$ cat config.mk
export PLATFORM = sky130hd
export DESIGN_NAME = biquad_coeff_loader_flat
export DESIGN_NICKNAME = d
export VERILOG_FILES = /design/src/rtl/biquad_coeff_loader_if.sv /design/src/rtl/biquad_coeff_loader.sv /design/src/flat_wrapper.sv
export SDC_FILE = /design/constraint.sdc
export NUM_CORES = 1
export LEC_CHECK = 0
export ABC_CLOCK_PERIOD_IN_PS = 2300
export BUFFER_PORTS_ARGS = -buffer_cell sky130_fd_sc_hd__buf_2
export CORE_MARGIN = 1.5
export CORE_UTILIZATION = 30
export CTS_BUF_LIST = sky130_fd_sc_hd__clkbuf_8 sky130_fd_sc_hd__clkbuf_16
export CTS_CLUSTER_DIAMETER = 100
export CTS_CLUSTER_SIZE = 40
export DETAILED_ROUTE_END_ITERATION = 10
export PLACE_DENSITY = 0.55
export SETUP_SLACK_MARGIN = 0.2
export SLEW_MARGIN = 30
export SYNTH_ARGS = -nofsm -noshare
export SYNTH_HDL_FRONTEND = slang
export SYNTH_SLANG_ARGS = --single-unit
$ cat constraint.sdc
create_clock -name clk -period 2.3 [get_ports clk]
set_clock_uncertainty 0.2 [all_clocks]
set_input_delay 0 -clock clk [delete_from_list [all_inputs] [get_ports clk]]
set_output_delay 0 -clock clk [all_outputs]
set_load 0.05 [all_outputs]
$ cat src/rtl/biquad_coeff_loader_if.sv
// SPI pin bundle between the MCU (master) and the biquad coefficient loader (slave).
interface biquad_coeff_loader_if;
  logic sck;
  logic cs_n;
  logic sdi;
  logic sdo;

  modport master (output sck, output cs_n, output sdi, input sdo);
  modport slave  (input sck, input cs_n, input sdi, output sdo);
endinterface

$ cat src/rtl/biquad_coeff_loader.sv
// SPI-slave loader for Q2.14 biquad coefficients: stages a five-word frame in a
// shadow bank and commits it to the filter only on a sample strobe.
//
// state    | meaning
// ST_IDLE  | cs_n high; waiting for a synchronized cs fall
// ST_SHIFT | cs_n low; sdi shifted in on sck rise, readback shifted out on sck fall
module biquad_coeff_loader #(
  parameter int                         COEFF_W   = 16,
  parameter int                         NUM_COEFF = 5,
  parameter logic signed [COEFF_W-1:0]  RESET_B0  = 16'sd16384
) (
  input  logic                       clk,
  input  logic                       reset,
  biquad_coeff_loader_if.slave       spi,
  input  logic                       sample_strobe,
  output logic signed [COEFF_W-1:0]  b0,
  output logic signed [COEFF_W-1:0]  b1,
  output logic signed [COEFF_W-1:0]  b2,
  output logic signed [COEFF_W-1:0]  a1,
  output logic signed [COEFF_W-1:0]  a2,
  output logic                       coeff_pending,
  output logic                       update_pulse,
  output logic                       frame_err
);

  localparam int             FRAME_W    = COEFF_W * NUM_COEFF;
  localparam logic [6:0]     FRAME_BITS = 7'(FRAME_W);
  localparam logic [6:0]     CNT_MAX    = 7'd127;
  localparam logic [FRAME_W-1:0] RESET_BANK =
    {RESET_B0, {(FRAME_W-COEFF_W){1'b0}}};

  typedef enum logic {ST_IDLE, ST_SHIFT} state_t;

  state_t             state;
  state_t             state_nxt;

  logic [2:0]         sck_sr;
  logic [2:0]         cs_sr;
  logic [1:0]         sdi_sr;
  logic               sck_rise;
  logic               sck_fall;
  logic               cs_fall;
  logic               cs_rise;

  logic               frame_start;
  logic               frame_end;
  logic               shift_in;
  logic               shift_out;
  logic               frame_good;
  logic               commit;

  logic [6:0]         bit_cnt;
  logic [FRAME_W-1:0] rx_sr;
  logic [FRAME_W-1:0] rb_sr;
  logic [FRAME_W-1:0] shadow;

  // cs_n synchronizer resets low so that a cs_n already low when reset is
  // released is not mistaken for a fall; a frame starts only after cs is seen high.
  always_ff @(posedge clk or negedge reset) begin
    if (!reset) begin
      sck_sr <= '0;
      cs_sr  <= '0;
      sdi_sr <= '0;
    end else begin
      sck_sr <= {sck_sr[1:0], spi.sck};
      cs_sr  <= {cs_sr[1:0], spi.cs_n};
      sdi_sr <= {sdi_sr[0], spi.sdi};
    end
  end

  assign sck_rise =  sck_sr[1] & ~sck_sr[2];
  assign sck_fall = ~sck_sr[1] &  sck_sr[2];
  assign cs_fall  = ~cs_sr[1]  &  cs_sr[2];
  assign cs_rise  =  cs_sr[1]  & ~cs_sr[2];

  always_ff @(posedge clk or negedge reset) begin
    if (!reset) begin
      state <= ST_IDLE;
    end else begin
      state <= state_nxt;
    end
  end

  always_comb begin
    state_nxt   = state;
    frame_start = 1'b0;
    frame_end   = 1'b0;
    shift_in    = 1'b0;
    shift_out   = 1'b0;
    case (state)
      ST_IDLE: begin
        if (cs_fall) begin
          state_nxt   = ST_SHIFT;
          frame_start = 1'b1;
        end
      end
      ST_SHIFT: begin
        if (cs_rise) begin
          state_nxt = ST_IDLE;
          frame_end = 1'b1;
        end else begin
          shift_in  = sck_rise;
          shift_out = sck_fall;
        end
      end
      default: state_nxt = ST_IDLE;
    endcase
  end

  assign frame_good = frame_end && (bit_cnt == FRAME_BITS);
  assign commit     = sample_strobe && coeff_pending;

  always_ff @(posedge clk or negedge reset) begin
    if (!reset) begin
      bit_cnt <= '0;
      rx_sr   <= '0;
    end else begin
      if (frame_start) begin
        bit_cnt <= '0;
      end else if (shift_in && (bit_cnt != CNT_MAX)) begin
        bit_cnt <= bit_cnt + 7'd1;
      end
      if (shift_in) begin
        rx_sr <= {rx_sr[FRAME_W-2:0], sdi_sr[1]};
      end
    end
  end

  // Readback holds the active set; clearing it at frame end keeps sdo low while cs is high.
  always_ff @(posedge clk or negedge reset) begin
    if (!reset) begin
      rb_sr <= '0;
    end else if (frame_start) begin
      rb_sr <= {b0, b1, b2, a1, a2};
    end else if (frame_end) begin
      rb_sr <= '0;
    end else if (shift_out) begin
      rb_sr <= {rb_sr[FRAME_W-2:0], 1'b0};
    end
  end

  assign spi.sdo = rb_sr[FRAME_W-1];

  // A commit reads the shadow before a same-edge good frame overwrites it.
  always_ff @(posedge clk or negedge reset) begin
    if (!reset) begin
      b0            <= RESET_B0;
      b1            <= '0;
      b2            <= '0;
      a1            <= '0;
      a2            <= '0;
      shadow        <= RESET_BANK;
      coeff_pending <= 1'b0;
      frame_err     <= 1'b0;
      update_pulse  <= 1'b0;
    end else begin
      update_pulse <= commit;
      if (commit) begin
        b0 <= $signed(shadow[4*COEFF_W +: COEFF_W]);
        b1 <= $signed(shadow[3*COEFF_W +: COEFF_W]);
        b2 <= $signed(shadow[2*COEFF_W +: COEFF_W]);
        a1 <= $signed(shadow[1*COEFF_W +: COEFF_W]);
        a2 <= $signed(shadow[0*COEFF_W +: COEFF_W]);
      end
      if (frame_good) begin
        shadow        <= rx_sr;
        coeff_pending <= 1'b1;
        frame_err     <= 1'b0;
      end else begin
        if (commit) begin
          coeff_pending <= 1'b0;
        end
        if (frame_end) begin
          frame_err <= 1'b1;
        end
      end
    end
  end

endmodule

$ cat src/flat_wrapper.sv
// flat-port wrapper written by rule: the top's interface ports become plain ports
module biquad_coeff_loader_flat 
#(
  parameter int                         COEFF_W   = 16,
  parameter int                         NUM_COEFF = 5,
  parameter logic signed [COEFF_W-1:0]  RESET_B0  = 16'sd16384
)
  (clk, reset, sample_strobe, b0, b1, b2, a1, a2, coeff_pending, update_pulse, frame_err, spi_sck, spi_cs_n, spi_sdi, spi_sdo);
  biquad_coeff_loader_if spi_i ();
  input  logic clk;
  input  logic reset;
  input  logic sample_strobe;
  output logic signed [COEFF_W-1:0] b0;
  output logic signed [COEFF_W-1:0] b1;
  output logic signed [COEFF_W-1:0] b2;
  output logic signed [COEFF_W-1:0] a1;
  output logic signed [COEFF_W-1:0] a2;
  output logic coeff_pending;
  output logic update_pulse;
  output logic frame_err;
  input wire logic [$bits(spi_i.sck)-1:0] spi_sck;
  input wire logic [$bits(spi_i.cs_n)-1:0] spi_cs_n;
  input wire logic [$bits(spi_i.sdi)-1:0] spi_sdi;
  output wire logic [$bits(spi_i.sdo)-1:0] spi_sdo;
  assign spi_i.sck = spi_sck;
  assign spi_i.cs_n = spi_cs_n;
  assign spi_i.sdi = spi_sdi;
  assign spi_sdo = spi_i.sdo;
  biquad_coeff_loader #(.COEFF_W(COEFF_W), .NUM_COEFF(NUM_COEFF), .RESET_B0(RESET_B0)) u_core (.clk(clk), .reset(reset), .spi(spi_i), .sample_strobe(sample_strobe), .b0(b0), .b1(b1), .b2(b2), .a1(a1), .a2(a2), .coeff_pending(coeff_pending), .update_pulse(update_pulse), .frame_err(frame_err));
endmodule
==> impl_metrics.env <==
export IMPL_setup_violations_final=0
export IMPL_fillCellCount=4527
export IMPL_wl_per_cell_microns=16.9
export IMPL_ir_worst_vdd_mv=0.436
export IMPL_worstHoldStart="sample_strobe"
export IMPL_synth_largest_area_cell="dfrtp_1"
export IMPL_cts_tree="built"
export IMPL_rsz0062_at_grt="true"
export IMPL_worstPathArrival_ns=2.29
export IMPL_synth_area_per_cell_sq_um=13.7
export IMPL_synth_top_area_share_pct=60.8
export IMPL_critPathLaunch="u_core.bit_cnt[3]"
export IMPL_ios=90
export IMPL_drc=0
export IMPL_postLayoutCoreUtil_pct=34.9
export IMPL_antenna_found_initial=0
export IMPL_setup_slack_ns=0.221
export IMPL_multiInputGateArea_sq_um=4980
export IMPL_dp_hpwl_mm=17.4
export IMPL_grt_pass1_wl_mm=45.6
export IMPL_ys_top_cells_by_area="dfrtp_1 61%, mux2_2 13%, mux2_4 8.4%, nand2_1 6.7%, a22o_1 5.0%"
export IMPL_cts_htree_levels=1
export IMPL_syn_area_sq_um=13900
export IMPL_hold_path_class="in -> reg"
export IMPL_grt_ovfl_total=0
export IMPL_worstPathRequired_ns=2.51
export IMPL_pre_cts_slack_ns=0.194
export IMPL_cts_buffer_depth=3
export IMPL_finalNonFillerCells=1713
export IMPL_numCtsBuffers=13
export IMPL_vias_per_cell=4.62
export IMPL_place_inst=1671
export IMPL_synth_top_flop_cell="dfrtp_1"
export IMPL_fin_crit_sh_pct=90.4
export IMPL_core_area_sq_um=45500
export IMPL_die_y_microns=218
export IMPL_synth_edf_count=0
export IMPL_root_buffer="clkbuf_16"
export IMPL_drtIter0Drc=402
export IMPL_ant_nets=0
export IMPL_start_kind="flip-flop"
export IMPL_antennaDiodeCount=0
export IMPL_synth_seq_cells=339
export IMPL_io_buffers=89
export IMPL_slowest_stage="dfrtp_2"
export IMPL_wl_mm=28.9
export IMPL_path_clk_slew_ns=0.14
export IMPL_grt_max_degree=66
export IMPL_fin_nets=1118
export IMPL_drt_first_pass_iters=6
export IMPL_die_w_microns=218
export IMPL_drive_gt1_share_pct=36.7
export IMPL_syn_inst=1015
export IMPL_power_leakage_nw=8.21
export IMPL_grt_pass1_vias=8218
export IMPL_netlist_top_cells_count="337 x dfrtp_1, 247 x nand2_1, 162 x mux2_2"
export IMPL_vias=7912
export IMPL_fmax_mhz=481
export IMPL_yosys_warnings=0
export IMPL_min_path_cells=4
export IMPL_slew_headroom_pct=60.1
export IMPL_synth_distinct_cells=40
export IMPL_cp_max_fo=9
export IMPL_hold_violations=0
export IMPL_place_gp_congestion=0.721
export IMPL_async_reset_ff_share_pct=100
export IMPL_start_util_pct=30.5
export IMPL_cp_cell_sequence="nor4b_4 -> nand3_2 -> nor2_8 -> buf_12 -> buf_16 -> mux2_2"
export IMPL_crit_path_end_kind="flip-flop"
export IMPL_grtUsageTotal_pct=11.8
export IMPL_syn2layout_area_growth_pct=14.4
export IMPL_max_slew_worst_pin_slew_ns=0.598
export IMPL_synth_nets=1023
export IMPL_maxSlewViolCount=0
export IMPL_r2r_start="u_core.bit_cnt[3]"
export IMPL_outcome="completed"
export IMPL_power_w=0.00965
export IMPL_clk_latency_ns=0.52
export IMPL_crit_path_max_incr_delay_ns=0.48
export IMPL_finalSetupTns_ns=0
export IMPL_cts_num_sinks=339
export IMPL_crit_type="reg -> reg"
export IMPL_yosysSeqAreaShare_pct=61.1
export IMPL_regArea_sq_um=8490
export IMPL_rr_worst_depth=6
export IMPL_post_route_min_period_ns=2.08
export IMPL_synth_most_common_cell="dfrtp_1"
export IMPL_max_cap_violations=0
export IMPL_die_area_sq_um=47600
export IMPL_power_density_nw_per_um2=608
export IMPL_num_rows=78
power by group:
part / switching [W] / total (W) / internal, W
clock: 0.00190 / 0.00301 / 0.00111
combinational: 0.000373 / 0.000560 / 0.000186
sequential: 0.0000607 / 0.00608 / 0.00602
total: 0.00234 / 0.00965 / 0.00731
worst paths after layout:
check | end | slack (ns)
worst max-delay path | u_core.shadow[48] | 0.22
worst min-delay path | u_core.coeff_pending | 0.15
worst max register to register | u_core.shadow[48] | 0.22
worst min register to register | u_core.sdi_sr[1] | 0.17
max in group asynchronous | u_core.rb_sr[49] | 0.74
min in group asynchronous | u_core.shadow[9] | 0.37
metrics by stage:
step           hold slack, ns  instance area, sq um
2_1_floorplan          -0.496                 13900
3_3_place_gp           -0.183                 15100
3_5_place_dp           -0.194                 15100
4_1_cts                 0.131                 15600
5_1_grt                 0.153                 15900
6_report                0.153                 15900
cells by family after synthesis:
| family | synth area share, % |
|---|---|
| AOI/OAI and AO/OA | 5.73 |
| adders and majority gates | 0.252 |
| buffers and inverters | 3.17 |
| DFF | 61.1 |
| muxes | 21.6 |
| and+or+nand+nor | 8.11 |
placed cells by master (no fill, tap or decap), drive strengths merged, types with 2 or more instances in the layout:
master,count
dfrtp,337
nand2,247
mux2,240
buf,128
a22o,79
clkbuf,18
dlygate4sd3,9
inv,7
nand3,5
nor2,4
nor3,4
and2,4
a21oi,3
o21ai,3
a221o,2
a21o,2
ha,2
dfstp,2
nor2b,2
clkinv,2
layout make-up:
type,count,area share [%]
Sequential cell,339,53.5
Multi-Input combinational cell,609,31.4
Timing Repair Buffer,143,7.77
Tap cell,600,4.73
Clock buffer,13,2.05
Clock inverter,5,0.457
Inverter,4,0.0946
worst max-delay path, delay by kind of cell (launching register included):
kind | cells | cell delay, ns
multiplexers | 1 | 0.34
buffers and inverters | 2 | 0.32
AND/OR/NAND/NOR | 3 | 0.62
flip-flops | 1 | 0.48
what timing repair did:
item	in CTS	in global routing
pin swaps	1	3
hold buffers	9	0
setup buffers	0	8
endpoints found under the setup margin	20	173
gates cloned	0	7
hold endpoints to repair	361	0
gates resized for setup	0	11
state kept, by name, indices dropped and copies added (netlist names):
name,cells
u_core.rb_sr,80
u_core.rx_sr,80
u_core.shadow,80
u_core.a1,16
u_core.a2,16
u_core.b0,16
u_core.b1,16
u_core.b2,16
u_core.bit_cnt,7
u_core.cs_sr,3
u_core.sck_sr,3
u_core.sdi_sr,2
u_core.coeff_pending,1
u_core.frame_err,1
u_core.state,1
u_core.update_pulse,1
metal layers:
metal  vias up  share of wire, %  GRT usage [%]
met5         -                 0              0
met4         0               1.2           2.39
met3        24               2.1           1.20
met1      4144                50           17.1
li1       3667                 -              -
met2        77                47           19.0
Note: power is estimated with default switching activity, not from simulation.
